===== config.mk =====
export PLATFORM = sky130hd
export DESIGN_NAME = axi4_shared_traffic_gen
export DESIGN_NICKNAME = d
export VERILOG_FILES = /design/src/rtl/axi4_shared_pkg.sv /design/src/rtl/axi4_pattern_gen.sv /design/src/rtl/axi4_shared_traffic_gen.sv
export SDC_FILE = /design/constraint.sdc
export NUM_CORES = 1
export LEC_CHECK = 0
export BUFFER_PORTS_ARGS = -buffer_cell sky130_fd_sc_hd__buf_2
export CAP_MARGIN = 5
export CORE_UTILIZATION = 53
export CTS_CLUSTER_SIZE = 8
export DETAILED_ROUTE_END_ITERATION = 6
export PLACE_DENSITY = 0.82
export SETUP_SLACK_MARGIN = 0.05
export SLEW_MARGIN = 10
export SYNTH_ARGS = -nofsm -noshare
export SYNTH_HDL_FRONTEND = slang
export SYNTH_HIERARCHICAL = 1
export SYNTH_SLANG_ARGS = --single-unit
export TNS_END_PERCENT = 1

===== constraint.sdc =====
create_clock -name clk -period 5.7 [get_ports clk]
set_input_delay 0.285 -clock clk [delete_from_list [all_inputs] [get_ports clk]]
set_output_delay 0.285 -clock clk [all_outputs]
set_load 0.02 [all_outputs]

===== src/rtl/axi4_shared_pkg.sv =====
// Shared AXI4 constants, traffic-generator FSM states and a saturating counter helper.
package axi4_shared_pkg;

  localparam logic [1:0] BURST_INCR = 2'b01;
  localparam logic [2:0] SIZE_4B    = 3'b010;
  localparam logic [1:0] RESP_OKAY  = 2'b00;

  typedef enum logic [2:0] {
    ST_IDLE,
    ST_WR_CMD,
    ST_WR_DATA,
    ST_WR_RESP,
    ST_RD_CMD,
    ST_RD_DATA,
    ST_FIN
  } state_t;

  // Increment that sticks at all-ones instead of wrapping.
  function automatic logic [15:0] sat_inc(input logic [15:0] value);
    return (value == 16'hFFFF) ? value : value + 16'd1;
  endfunction

endpackage


===== src/rtl/axi4_pattern_gen.sv =====
// Deterministic data pattern: seed plus zero-extended beat byte address.
// The writer and the read checker use the same instance, so both sides always agree.
module axi4_pattern_gen #(
  parameter int          ADDR_W = 25,
  parameter int          DATA_W = 32,
  parameter logic [31:0] SEED   = 32'hA5A5_0000
) (
  input  logic [ADDR_W-1:0] beat_addr,
  output logic [DATA_W-1:0] data
);

  // Pattern is pure arithmetic; the sum wraps at the data width.
  always_comb begin
    data = DATA_W'(SEED) + DATA_W'(beat_addr);
  end

endmodule


===== src/rtl/axi4_shared_traffic_gen.sv =====
// AXI4-shared traffic generator: writes NUM_BURSTS INCR bursts of a known
// pattern, reads them back, and counts every protocol or data error it sees.
module axi4_shared_traffic_gen
  import axi4_shared_pkg::*;
#(
  parameter int                ADDR_W     = 25,
  parameter int                DATA_W     = 32,
  parameter int                ID_W       = 2,
  parameter logic [ID_W-1:0]   ID         = '0,
  parameter logic [ADDR_W-1:0] BASE_ADDR  = '0,
  parameter int                BURST_LEN  = 8,
  parameter int                NUM_BURSTS = 4,
  parameter logic [31:0]       SEED       = 32'hA5A5_0000
) (
  input  logic              clk,
  input  logic              reset,
  input  logic              start,
  output logic              busy,
  output logic              done,
  output logic              pass,
  output logic [15:0]       error_count,
  output logic              io_axi_arw_valid,
  input  logic              io_axi_arw_ready,
  output logic [ADDR_W-1:0] io_axi_arw_payload_addr,
  output logic [ID_W-1:0]   io_axi_arw_payload_id,
  output logic [7:0]        io_axi_arw_payload_len,
  output logic [2:0]        io_axi_arw_payload_size,
  output logic [1:0]        io_axi_arw_payload_burst,
  output logic              io_axi_arw_payload_write,
  output logic              io_axi_w_valid,
  input  logic              io_axi_w_ready,
  output logic [DATA_W-1:0] io_axi_w_payload_data,
  output logic [3:0]        io_axi_w_payload_strb,
  output logic              io_axi_w_payload_last,
  input  logic              io_axi_b_valid,
  output logic              io_axi_b_ready,
  input  logic [ID_W-1:0]   io_axi_b_payload_id,
  input  logic [1:0]        io_axi_b_payload_resp,
  input  logic              io_axi_r_valid,
  output logic              io_axi_r_ready,
  input  logic [DATA_W-1:0] io_axi_r_payload_data,
  input  logic [ID_W-1:0]   io_axi_r_payload_id,
  input  logic [1:0]        io_axi_r_payload_resp,
  input  logic              io_axi_r_payload_last
);

  localparam logic [7:0]        LAST_BEAT  = 8'(BURST_LEN - 1);
  localparam logic [15:0]       LAST_BURST = 16'(NUM_BURSTS - 1);
  localparam logic [ADDR_W-1:0] BURST_STEP = ADDR_W'(4 * BURST_LEN);

  state_t            state, state_next;
  logic [15:0]       burst_cnt;
  logic [7:0]        beat_cnt;
  logic [ADDR_W-1:0] addr;
  logic [15:0]       err_cnt;
  logic              pass_q;
  logic [ADDR_W-1:0] beat_addr;
  logic [DATA_W-1:0] pattern;
  logic              w_hs, b_hs, r_hs;
  logic              last_beat, last_burst, b_bad, r_bad;

  assign beat_addr  = addr + ADDR_W'({beat_cnt, 2'b00});
  assign last_beat  = (beat_cnt == LAST_BEAT);
  assign last_burst = (burst_cnt == LAST_BURST);
  assign w_hs       = io_axi_w_valid & io_axi_w_ready;
  assign b_hs       = io_axi_b_valid & io_axi_b_ready;
  assign r_hs       = io_axi_r_valid & io_axi_r_ready;
  assign b_bad      = (io_axi_b_payload_resp != RESP_OKAY) || (io_axi_b_payload_id != ID);
  assign r_bad      = (io_axi_r_payload_data != pattern) || (io_axi_r_payload_resp != RESP_OKAY) ||
                      (io_axi_r_payload_id != ID) || (io_axi_r_payload_last != last_beat);

  axi4_pattern_gen #(
    .ADDR_W (ADDR_W),
    .DATA_W (DATA_W),
    .SEED   (SEED)
  ) u_pattern (
    .beat_addr (beat_addr),
    .data      (pattern)
  );

  // Command and write payloads come straight from registers, so they stay stable while stalled.
  assign io_axi_arw_payload_addr  = addr;
  assign io_axi_arw_payload_id    = ID;
  assign io_axi_arw_payload_len   = LAST_BEAT;
  assign io_axi_arw_payload_size  = SIZE_4B;
  assign io_axi_arw_payload_burst = BURST_INCR;
  assign io_axi_w_payload_data    = pattern;
  assign io_axi_w_payload_strb    = 4'hF;
  assign io_axi_w_payload_last    = last_beat;
  assign error_count              = err_cnt;
  assign pass                     = (state == ST_FIN) ? (err_cnt == 16'd0) : pass_q;

  // State register.
  always_ff @(posedge clk) begin
    // NOTE: registers take non-blocking assignments so every flop samples pre-edge values.
    if (reset) state <= ST_IDLE;
    else       state <= state_next;
  end

  // Next-state and channel handshake outputs.
  always_comb begin
    // NOTE: every output gets a default first; a path that skipped one would infer a latch.
    state_next               = state;
    busy                     = 1'b1;
    done                     = 1'b0;
    io_axi_arw_valid         = 1'b0;
    io_axi_arw_payload_write = 1'b0;
    io_axi_w_valid           = 1'b0;
    io_axi_b_ready           = 1'b0;
    io_axi_r_ready           = 1'b0;
    case (state)
      ST_IDLE: begin
        busy = 1'b0;
        if (start) state_next = ST_WR_CMD;
      end
      ST_WR_CMD: begin
        io_axi_arw_valid         = 1'b1;
        io_axi_arw_payload_write = 1'b1;
        if (io_axi_arw_ready) state_next = ST_WR_DATA;
      end
      ST_WR_DATA: begin
        io_axi_w_valid = 1'b1;
        if (io_axi_w_ready && last_beat) state_next = ST_WR_RESP;
      end
      ST_WR_RESP: begin
        io_axi_b_ready = 1'b1;
        if (io_axi_b_valid) state_next = last_burst ? ST_RD_CMD : ST_WR_CMD;
      end
      ST_RD_CMD: begin
        io_axi_arw_valid = 1'b1;
        if (io_axi_arw_ready) state_next = ST_RD_DATA;
      end
      ST_RD_DATA: begin
        io_axi_r_ready = 1'b1;
        if (io_axi_r_valid && last_beat) state_next = last_burst ? ST_FIN : ST_RD_CMD;
      end
      ST_FIN: begin
        busy       = 1'b0;
        done       = 1'b1;
        state_next = ST_IDLE;
      end
      default: begin
        busy       = 1'b0;
        state_next = ST_IDLE;
      end
    endcase
  end

  // Burst/beat counters, address walk, error accounting and the held pass flag.
  always_ff @(posedge clk) begin
    if (reset) begin
      burst_cnt <= '0;
      beat_cnt  <= '0;
      addr      <= BASE_ADDR;
      err_cnt   <= '0;
      pass_q    <= 1'b0;
    end else begin
      case (state)
        ST_IDLE: begin
          if (start) begin
            burst_cnt <= '0;
            beat_cnt  <= '0;
            addr      <= BASE_ADDR;
            err_cnt   <= '0;
            pass_q    <= 1'b0;
          end
        end
        ST_WR_DATA: begin
          if (w_hs) beat_cnt <= last_beat ? 8'd0 : beat_cnt + 8'd1;
        end
        ST_WR_RESP: begin
          if (b_hs) begin
            if (b_bad) err_cnt <= sat_inc(err_cnt);
            if (last_burst) begin
              burst_cnt <= '0;
              addr      <= BASE_ADDR;
            end else begin
              burst_cnt <= burst_cnt + 16'd1;
              addr      <= addr + BURST_STEP;
            end
          end
        end
        ST_RD_DATA: begin
          if (r_hs) begin
            if (r_bad) err_cnt <= sat_inc(err_cnt);
            if (last_beat) begin
              beat_cnt <= 8'd0;
              if (!last_burst) begin
                burst_cnt <= burst_cnt + 16'd1;
                addr      <= addr + BURST_STEP;
              end
            end else begin
              beat_cnt <= beat_cnt + 8'd1;
            end
          end
        end
        ST_FIN: pass_q <= (err_cnt == 16'd0);
        default: ;
      endcase
    end
  end

endmodule


# Word-level counts from Yosys, hierarchy flattened
# Index checks and enable logic that the tools add are counted.
[totals] ff_bits=69 in_bits=48 out_inout_bits=101 wordCells=105
[classes] n_addsub=6 eq_ne=24 muxes=44 bitwise=3 n_reduce_logical=22
[op_table] operator="$mux 16" count=11
[op_table] operator="$mux 25" count=6
[op_table] operator="$pmux 16 s3" count=2
[op_table] operator="$pmux 25 s3" count=1
[op_table] operator="$add 16x1->16 const B" count=2
[op_table] operator="$add 32x25->32 const A" count=1
[op_table] operator="$mux 8" count=4
[op_table] operator="$ne 32x32->1" count=1
[op_table] operator="$ne 2x2->1 const B" count=13
[op_table] operator="$add 25x10->25" count=1
[op_table] operator="$add 25x6->25 const B" count=1
[op_table] operator="$pmux 8 s3" count=1
[op_table] operator="$mux 3" count=7
[op_table] operator="$pmux 3 s6" count=1
[op_table] operator="$reduce_and 6->1" count=3
[op_table] operator="$eq 16x16->1 const B" count=1
[op_table] operator="$eq 16x2->1 const B" count=1
[op_table] operator="$logic_not 16->1" count=1
[op_table] operator="$reduce_bool 2->1" count=5
[op_table] operator="$eq 3x3->1 const B" count=3
[op_table] operator="$mux 1" count=9
[op_table] operator="$add 8x1->8 const B" count=1
[op_table] operator="$eq 8x3->1 const B" count=1
[op_table] operator="$eq 3x2->1 const B" count=2
[op_table] operator="other kinds (13)" count=20

# Depth between registers and ports, before layout
[logic_depth] ltp_word=9 mapped_depth=19 ltp_nobuf=17

# Modules after synthesis
# The synthesis kept the hierarchy.
[modules_own_cells] mod="axi4_shared_traffic_gen" n_inst=1 cells_per_inst=582 area_each_um2=4563.1 seq_area_each_um2=1281.2
[modules_own_cells] mod="axi4_pattern_gen" n_inst=1 cells_per_inst=50 area_each_um2=371.6 seq_area_each_um2=0.0

# Worst setup path before layout
# No wires, ideal clock.
[synth_path] path_kind="reg2reg" from="register addr[6] (netlist: io_axi_arw_payload_addr[6])" to="register err_cnt[13] (netlist: error_count[13])" setup_time_ns=0.115 t_arrival_ns=4.291 required_ns=5.585 setup_slack_ns=1.295 path_stages_with_launch=20 path_buffers=2 synth_period_minus_slack_ns=4.405 cell_sequence="dfxtp_1 ha_1 a21oi_1 o21bai_1 a31oi_1 o21ai_1 nand2_1 xnor2_1 ha_1 o211ai_1 nor4b_1 a2111oi_2 xnor2_1 nand4_1 nor3_1 and4_1 buf_2 buf_2 nor3_1 o21a_1"
[synth_between] elab_chain_cells=8
[synth_lines] element="start, declared" line_no="axi4_shared_traffic_gen.sv:54" rtl="logic [ADDR_W-1:0] addr;"
[synth_lines] element="start signal, assigned" line_no="axi4_shared_traffic_gen.sv:179" rtl="addr <= addr + BURST_STEP;"
[synth_lines] element="start signal, assigned" line_no="axi4_shared_traffic_gen.sv:190" rtl="addr <= addr + BURST_STEP;"
[synth_lines] element="$add 25x10->25" line_no="axi4_shared_traffic_gen.sv:62" rtl="assign beat_addr = addr + ADDR_W'({beat_cnt, 2'b00});"
[synth_lines] element="net beat_addr[16]" line_no="axi4_shared_traffic_gen.sv:57" rtl="logic [ADDR_W-1:0] beat_addr;"
[synth_lines] element="$add 32x25->32" line_no="axi4_pattern_gen.sv:14" rtl="data = DATA_W'(SEED) + DATA_W'(beat_addr);"
[synth_lines] element="net io_axi_w_payload_data[24]" line_no="axi4_shared_traffic_gen.sv:32" rtl="output logic [DATA_W-1:0] io_axi_w_payload_data,"
[synth_lines] element="$ne 32x32->1" line_no="axi4_shared_traffic_gen.sv:69" rtl="assign r_bad = (io_axi_r_payload_data != pattern) || (io_axi_r_payload_resp != RESP_OKAY) ||"
[synth_lines] element="$logic_or 1x1->1 (2 in a row)" line_no="axi4_shared_traffic_gen.sv:69"
[synth_lines] element="$logic_or 1x1->1" line_no="axi4_shared_traffic_gen.sv:70" rtl="(io_axi_r_payload_id != ID) || (io_axi_r_payload_last != last_beat);"
[synth_lines] element="$ne 2x2->1 (no line)"
[synth_lines] element="$reduce_and 6->1 (no line)"
[synth_lines] element="end signal, assigned" line_no="axi4_shared_traffic_gen.sv:173" rtl="if (b_bad) err_cnt <= sat_inc(err_cnt);"
[synth_lines] element="end signal, assigned" line_no="axi4_shared_traffic_gen.sv:185" rtl="if (r_bad) err_cnt <= sat_inc(err_cnt);"
[synth_lines] element="end, declared" line_no="axi4_shared_traffic_gen.sv:55" rtl="logic [15:0] err_cnt;"
# The timed path passes the listed nets, and every way through them passes these cells.
# A chain may end at the register's enable or synchronous reset.

# Final worst setup path
[layout_path] from="register addr[6] (netlist: io_axi_arw_payload_addr[6])" to="register err_cnt[6] (netlist: error_count[6])"
[layout_between] elab_chain_cells=8
[layout_lines] element="$add 25x10->25" line_no="axi4_shared_traffic_gen.sv:62"
[layout_lines] element="net beat_addr[16]" line_no="axi4_shared_traffic_gen.sv:57"
[layout_lines] element="$add 32x25->32" line_no="axi4_pattern_gen.sv:14"
[layout_lines] element="$ne 32x32->1" line_no="axi4_shared_traffic_gen.sv:69"
[layout_lines] element="$logic_or 1x1->1 (2 in a row)" line_no="axi4_shared_traffic_gen.sv:69"
[layout_lines] element="$logic_or 1x1->1" line_no="axi4_shared_traffic_gen.sv:70"
[layout_lines] element="$ne 2x2->1 (no line)"
[layout_lines] element="$reduce_and 6->1 (no line)"
# The timed path passes the listed nets, and every way through them passes these cells.

==> run metrics <==
clk sink count 64; Starting Density ~56%; gr usage total 25.3%; Tcrit/Tclk final between 80% and 90%; worst reg-to-reg path cell count 17; post-cts hold buffer count 0; worst vdd ir 0.000146 V; Slew Limit Fails 0; max-cap violation count 0; Final min period ~4700 ps; Yosys top cell area share 26.0%; final setup TNS 0 ps; chip width around 98 um; min-delay worst type in -> reg; Async SR Flop Fraction 0%; Crit. path cell count 17; nets 773; CTS tree done; kind of critical path reg -> reg; number of global-route vias before repair 4177; Leak Pwr 2.18 nW; post-synthesis sequential area ratio 26.0%; Largest stage delay, worst path 560 ps; final worst setup slack approximately 1000 ps; PD cells 253 nW/um2; worst-path cell with the longest stage delay nand4_1; initial drt markers 317; status finished with violations; Yosys warning count 6; crit-path max FO 14; commonest non-fill, non-tap cells in the layout buf_2, xnor2_1, nor2_1; Clk Latency, worst-skew pair about 350 ps; endpoints failing setup 0; DRT Pass-1 Iters 7; clock skew 11.4 ps; placed cell area 5290 um2; layout cells sized above 1 between 20% and 30%; CP required 5920 ps; first-pass GRT wire length 20100 um; r2r endpoint error_count[6]; WL/cell around 15 um; Max-slew headroom 40.4%; Final Hold Fails 0; Chip Height 98.5 um; Resize count post-CTS 0; Rows 34; Placer Congestion roughly 0.92; synth unique cells 61; hold depth 2; post-route cell area 5510 um2; hold path start reset; clock root cell clkbuf_8; CP Capture Type flip-flop; Top Ports 149; area of the mapped netlist just under 5000 um2; Synth Area per Inst 7.81 um2; Via Count about 4.7k; Main synth FF type dfxtp_1; FF+latch count, synth 64; gr ovfl total 0; CP Data Arrival Time 4930 ps; Die Area a little under 10000 um2; antenna violations before repair 0; commonest non-fill, non-tap cell in the layout buf_2; Final HPWL DP 9250 um; buffer and inverter count on the worst path 0; worst-path cell chain ha_1 -> a21oi_1 -> o21bai_1 -> a31oi_1 -> o21ai_1 -> nand2_1 -> xnor2_1 -> ha_1 -> o211ai_1 -> nor4b_1 -> a2111oi_2 -> xnor2_1 -> nand4_1 -> nor3_1 -> nand4_1 -> nand4b_1 -> a21oi_1; Routed WL 12400 um; remaining antenna violation count 0; startpoint types flip-flop; Setup WS pre-CTS 1040 ps; cell family with most CP delay simple AND/OR/NAND/NOR gates; flop-to-flop setup slack 990 ps; unrepaired setup endpoints after global routing no; Residual DRC 7; CTS buffer count 9; post-synth top area cell dfxtp_1; clk slew on worst S/H paths roughly 80 ps; largest net degree at the start of global routing 37; Max Fclk 212 MHz; Worst Hold Path EP error_count[15]; failing checks DRC; post-CTS setup buffers 0; antenna cell count 0; H-tree Lvls 3; P&R area growth vs syn 11.7%; core area between 8000 and 9000 um2; Synth area leaders dfxtp_1, xnor2_1, buf_4; worst-margin pin slew ~890 ps; vias per inst 5.69; clk buf depth 2; Syn Inst Count 632; # fillers 757; R2R Path Start io_axi_arw_payload_addr[6]; input/output buffers approximately 120; Post-synth EDFFs 0
## where the power goes
part | internal (W) | switching [W] | leakage (nW)
Sequential | 0.000466 | 0.0000546 | 0.516
Combinational | 0.000148 | 0.000284 | 1.56
Clock | 0.000258 | 0.000184 | 0.106
## layer usage
layer | wire [um] | global-route usage [%] | up-vias
met5 | 0 | 0 | -
met1 | 5670 | 34.2 | 2228
met4 | 150 | 6.66 | 0
li1 | - | - | 2290
met3 | 702 | 4.96 | 18
met2 | 5900 | 41.5 | 166
## layout make-up
| type | instances | area, um2 | area share (%) |
|---|---|---|---|
| repair buffers | 119 | 603 | 10.9 |
| flip-flops and latches | 64 | 1280 | 23.2 |
| clock inverters | 5 | 80.1 | 1.45 |
| well taps | 108 | 135 | 2.45 |
| multi-input cells | 504 | 3210 | 58.3 |
| inverters | 15 | 56.3 | 1.02 |
| clock buffers | 11 | 141 | 2.57 |
## worst max-delay path by stage
stage	slack, ps	end	startpoint
2_1_floorplan	1290	error_count[13]	io_axi_arw_payload_addr[6]
3_3_place_gp	1230	error_count[13]	io_axi_arw_payload_addr[6]
3_5_place_dp	1040	error_count[6]	io_axi_arw_payload_addr[6]
4_1_cts	1020	error_count[6]	io_axi_arw_payload_addr[6]
5_1_grt	620	error_count[6]	io_axi_arw_payload_addr[6]
6_report	990	error_count[6]	io_axi_arw_payload_addr[6]
## logic make-up after synthesis
group           synth area share, %
compound gates                 10.7
xor+xnor                       17.4
fa+ha+maj                      3.04
buf+inv                        11.3
flops                          26.0
mux                           0.862
other cells                   0.304
simple gates                   30.4
## metrics by stage
step,total power (W),std cells,hold slack (ps),utilization [%]
floorplan,0.000880,661,455,-
global placement,0.000939,810,481,59.8
detailed placement,0.000953,810,507,59.8
CTS,0.00139,826,348,62.3
global route,0.00146,826,362,62.3
finish,0.00139,826,368,62.3
## flip-flops by register name (all words and copies together), names as in the netlist
signal	flops
beat_cnt	8
burst_cnt	16
error_count	16
io_axi_arw_payload_addr	20
pass_q	1
state	3
## Yosys cell counts, drive strengths merged (15+ instances only)
cell type	n
nor4	21
inv	15
dfxtp	64
clkbuf	16
xnor2	90
a21oi	28
nor4b	15
nand3	31
buf	62
nor3	16
nand2	47
nand4	22
nor2	75
o21ai	16
Note: power is estimated with default switching activity, not from simulation.
